File: src/rtl/l5q1c_adder.sv
// Registered WIDTH-bit ripple-carry adder: {c_out, s} = a + b + c_in, one cycle latency.
// Both outputs come straight from flops and clear asynchronously while rst_n is low.
module l5q1c_adder #(
  parameter int WIDTH = 5
) (
  input  logic             clk,
  input  logic             rst_n,
  input  logic             c_in,
  input  logic [WIDTH-1:0] a,
  input  logic [WIDTH-1:0] b,
  output logic             c_out,
  output logic [WIDTH-1:0] s
);

  logic [WIDTH:0]   carry;
  logic [WIDTH-1:0] sum_d;
  logic [WIDTH-1:0] s_q;
  logic             c_out_q;
  logic             c_out_d;

  // Ripple chain: carry[i] enters bit i, carry[WIDTH] is the carry-out.
  always_comb begin
    carry    = '0;
    sum_d    = '0;
    carry[0] = c_in;
    for (int i = 0; i < WIDTH; i++) begin
      sum_d[i]   = a[i] ^ b[i] ^ carry[i];
      carry[i+1] = (a[i] & b[i]) | (a[i] & carry[i]) | (b[i] & carry[i]);
    end
    c_out_d = carry[WIDTH];
  end

  always_ff @(posedge clk or negedge rst_n) begin
    if (!rst_n) begin
      s_q     <= '0;
      c_out_q <= 1'b0;
    end else begin
      s_q     <= sum_d;
      c_out_q <= c_out_d;
    end
  end

  assign s     = s_q;
  assign c_out = c_out_q;

endmodule

File: config.mk
export PLATFORM = sky130hd
export DESIGN_NAME = l5q1c_adder
export DESIGN_NICKNAME = d
export VERILOG_FILES = /design/src/rtl/l5q1c_adder.sv
export SDC_FILE = /design/constraint.sdc
export NUM_CORES = 1
export LEC_CHECK = 0
export ABC_AREA = 1
export CORE_AREA = 2 2 39 41
export DETAILED_ROUTE_END_ITERATION = 10
export DIE_AREA = 0 0 41 43
export SYNTH_ARGS = -nofsm -noshare
export SYNTH_HDL_FRONTEND = slang
export SYNTH_SLANG_ARGS = --single-unit
export TNS_END_PERCENT = 50
File: constraint.sdc
create_clock -name clk -period 0.8 [get_ports clk]
set_input_delay 0.12 -clock clk [delete_from_list [all_inputs] [get_ports clk]]
set_output_delay 0.12 -clock clk [all_outputs]
set_load 0.03 [all_outputs]
==> impl_results.md, run 1 <==
- Most frequent CP cell: fa_2
- CTS Sinks: 6
- Htree depth: 1
- Crit path to: s[4]$_DFF_PN0_
- PD cells: 1840 nW/um2
- Die H: 43 um
- Number of vias per cell: 3.45
- Share of layout cells above drive strength 1: 50.0%
- # DRC: 0
- Synth area leaders: dfrtp_1, fa_1, inv_1
- Synthesized area: 288 um2
- Global-route wire length before repair: 765 um
- Worst vdd ir: 538 uV
- I/O pin count: 19
- Initial Utilization: 20.8%
- PortBufs: 18
- Status: finished, violations left
- Period utilization: 231%
- Most numerous cell in the Yosys netlist: inv_1
- Req. time, crit path: 0.98 ns
- Placer congestion estimate: 0.572
- Pleak: 0.263 nW
- Iteration count of the initial detailed-routing pass: 1
- Via count: 200
- Crit Path Max Fanout: 1
- Pins Over Slew Limit: 0
- DP HPWL: 403 um
- Grt ovf: 0
- Crit path kind: input port to flop
- CP max stage delay: 0.39 ns
- Seq/Total Area, Yosys: 52.2%
- RSZ-0062 raised after global routing: true
- Root Buffer: clkbuf_4
- Placement Rows: 14
- Yosys reg bits: 6
- Ys flop type: dfrtp_1
- Fillcell total: 136
- Worst setup startpoint: a[0]
- Placed inst area: 500 um2
- Worst path depth: 10
- Setup ws final: -1.05 ns
- CP max stage cell: fa_1
- Register area: 150 um2
- Starting DRT DRC Count: 0
- Initial antenna violation count: 0
- Die area: 1760 um2
- CP Cell Sequence: buf_8, inv_12, fa_2, inv_2, fa_2, fa_2, fa_2, inv_2, fa_1, inv_1
- Post-DRT Antenna Nets: 0
- Crit path arrival time: 2.03 ns
- Power Total: 1.02 mW
- WP buf/inv: 5
- Vias in the first global route: 193
- Number of flops mapped to enable cells by yosys: 0
- Measured slew at the worst slew-check pin: 0.252 ns
- CTS buffer count: 3
- Maximum clock rate: 541 MHz
- Post-synth cell types: 3
- Syn nets: 39
- Critical Path Start Type: input port
- Area delta synth->final: 93.5%
- Post-layout min period: 1.85 ns
- # diodes: 0
- TritonCTS clock tree: yes
- # Post-CTS Setup Buffers: 0
- Clock buffer depth: 2
- Worst-path clk slew: 0.04 ns
- Final hold violation count: 0
- GRT Overall Usage: 7.22%
- Final setup viols: 11
- Worst hold path class: input port to asynchronous set/reset pin
- Syn. warnings: 0
- Crit path max-delay family: adder cells
- Largest net degree at the start of global routing: 7
- Die width: 41 um
- Mapped Cells: 21
- Fin area: 557 um2
- CP Capture Type: flop
- Nets: 62
- Top-area cell type share of the netlist area: 52.2%
- Core Footprint: 1380 um2
- Slew headroom: 83.2%
- Post-Synthesis Mean Instance Area: 13.7 um2
- Synth cell count leaders: inv_1, dfrtp_1, fa_1
- Ys async rst share: 100%
- Drt wl/cell: 8.17 um
- Leading area contributor after synthesis: dfrtp_1
- Multi-input gate area in the final layout: 110 um2
- Max_cap viols: 0
- Failing checks: setup timing
- Routed wire length: 474 um
## worst min path at each step
stage | start | end | slack, ns
after global placement | rst_n | c_out$_DFF_PN0_ | 0.37
after detailed placement | rst_n | s[2]$_DFF_PN0_ | 0.37
after CTS | rst_n | s[4]$_DFF_PN0_ | 0.11
final | rst_n | s[2]$_DFF_PN0_ | 0.11
after floorplan | rst_n | c_out$_DFF_PN0_ | -0.18
after global routing | rst_n | s[2]$_DFF_PN0_ | 0.12
## cell type report
cell class | count | area share (%)
Multi-Input combinational cell | 5 | 19.8
Timing Repair Buffer | 18 | 35.3
Clock buffer | 3 | 4.04
Sequential cell | 6 | 27.0
Tap cell | 16 | 3.60
Inverter | 10 | 10.3
## power breakdown
group	switching, mW	internal [mW]	leakage, nW	total [mW]
Clock	0.0974	0.169	0.0138	0.266
Sequential	0.0214	0.356	0.0699	0.378
Combinational	0.190	0.189	0.179	0.379
Total	0.309	0.714	0.263	1.02
## metal layers
| layer | track usage (%) | routed length (um) | part of all wire, % |
|---|---|---|---|
| met5 | 0 | 0 | 0 |
| met4 | 8.00 | 0 | 0 |
| met3 | 1.57 | 65 | 14 |
| met2 | 10.3 | 259 | 55 |
| met1 | 7.72 | 149 | 31 |
## metrics by stage
| step | instances | setup TNS (ns) | hold WS (ns) | worst slack, ns | utilization, % |
|---|---|---|---|---|---|
| global route | 58 | -3.79 | 0.125 | -1.11 | 40.2 |
| CTS | 58 | -3.89 | 0.110 | -1.16 | 39.8 |
| detailed placement | 55 | -7.60 | 0.369 | -1.78 | 36.2 |
| global placement | 55 | -7.62 | 0.369 | -1.78 | 36.2 |
| floorplan | 21 | -3.61 | -0.176 | -1.12 | - |
| finish | 58 | -3.45 | 0.114 | -1.05 | 40.2 |
## registers in the layout (all words and copies together) (netlist names)
signal and count:
s 5, c_out 1
## what timing repair did
action | 4_1_cts | 5_1_grt
pin swaps | 5 | 5
resized for setup | 26 | 3
hold buffers | 0 | 0
gates cloned | 0 | 0
endpoints found under the setup margin | 12 | 11
## layout by cell type (no fill, tap or decap), drive strengths merged
master and n:
buf 9, clkbuf 3, clkdlybuf4s50 7, clkinv 1, dfrtp 6, dlygate4sd2 2
fa 5, inv 9
## logic make-up after synthesis
| kind of cell | share of synthesized area (%) |
|---|---|
| flip-flops | 52.2 |
| adder cells (fa/ha/maj) | 34.8 |
| buffers and inverters | 13.0 |
Power figures use the tool's default switching activity.
==> inputs of run 2 (changes only) <==
--- a/config.mk
+++ b/config.mk
@@ -6,6 +6,7 @@
 export NUM_CORES = 1
 export LEC_CHECK = 0
 export ABC_AREA = 1
+export CAP_MARGIN = 20
 export CORE_AREA = 2 2 39 41
 export DETAILED_ROUTE_END_ITERATION = 10
 export DIE_AREA = 0 0 41 43
==> results of run 2 <==
Final layout, timing and power as in run 1 (identical DEF).
==> inputs of run 3 (changes only) <==
--- a/config.mk
+++ b/config.mk
@@ -8,6 +8,7 @@
 export ABC_AREA = 1
 export CAP_MARGIN = 20
 export CORE_AREA = 2 2 39 41
+export CTS_BUF_LIST = sky130_fd_sc_hd__clkbuf_4 sky130_fd_sc_hd__clkbuf_8
 export DETAILED_ROUTE_END_ITERATION = 10
 export DIE_AREA = 0 0 41 43
 export SYNTH_ARGS = -nofsm -noshare
==> results of run 3 <==
Final layout, timing and power as in run 1 (identical DEF).
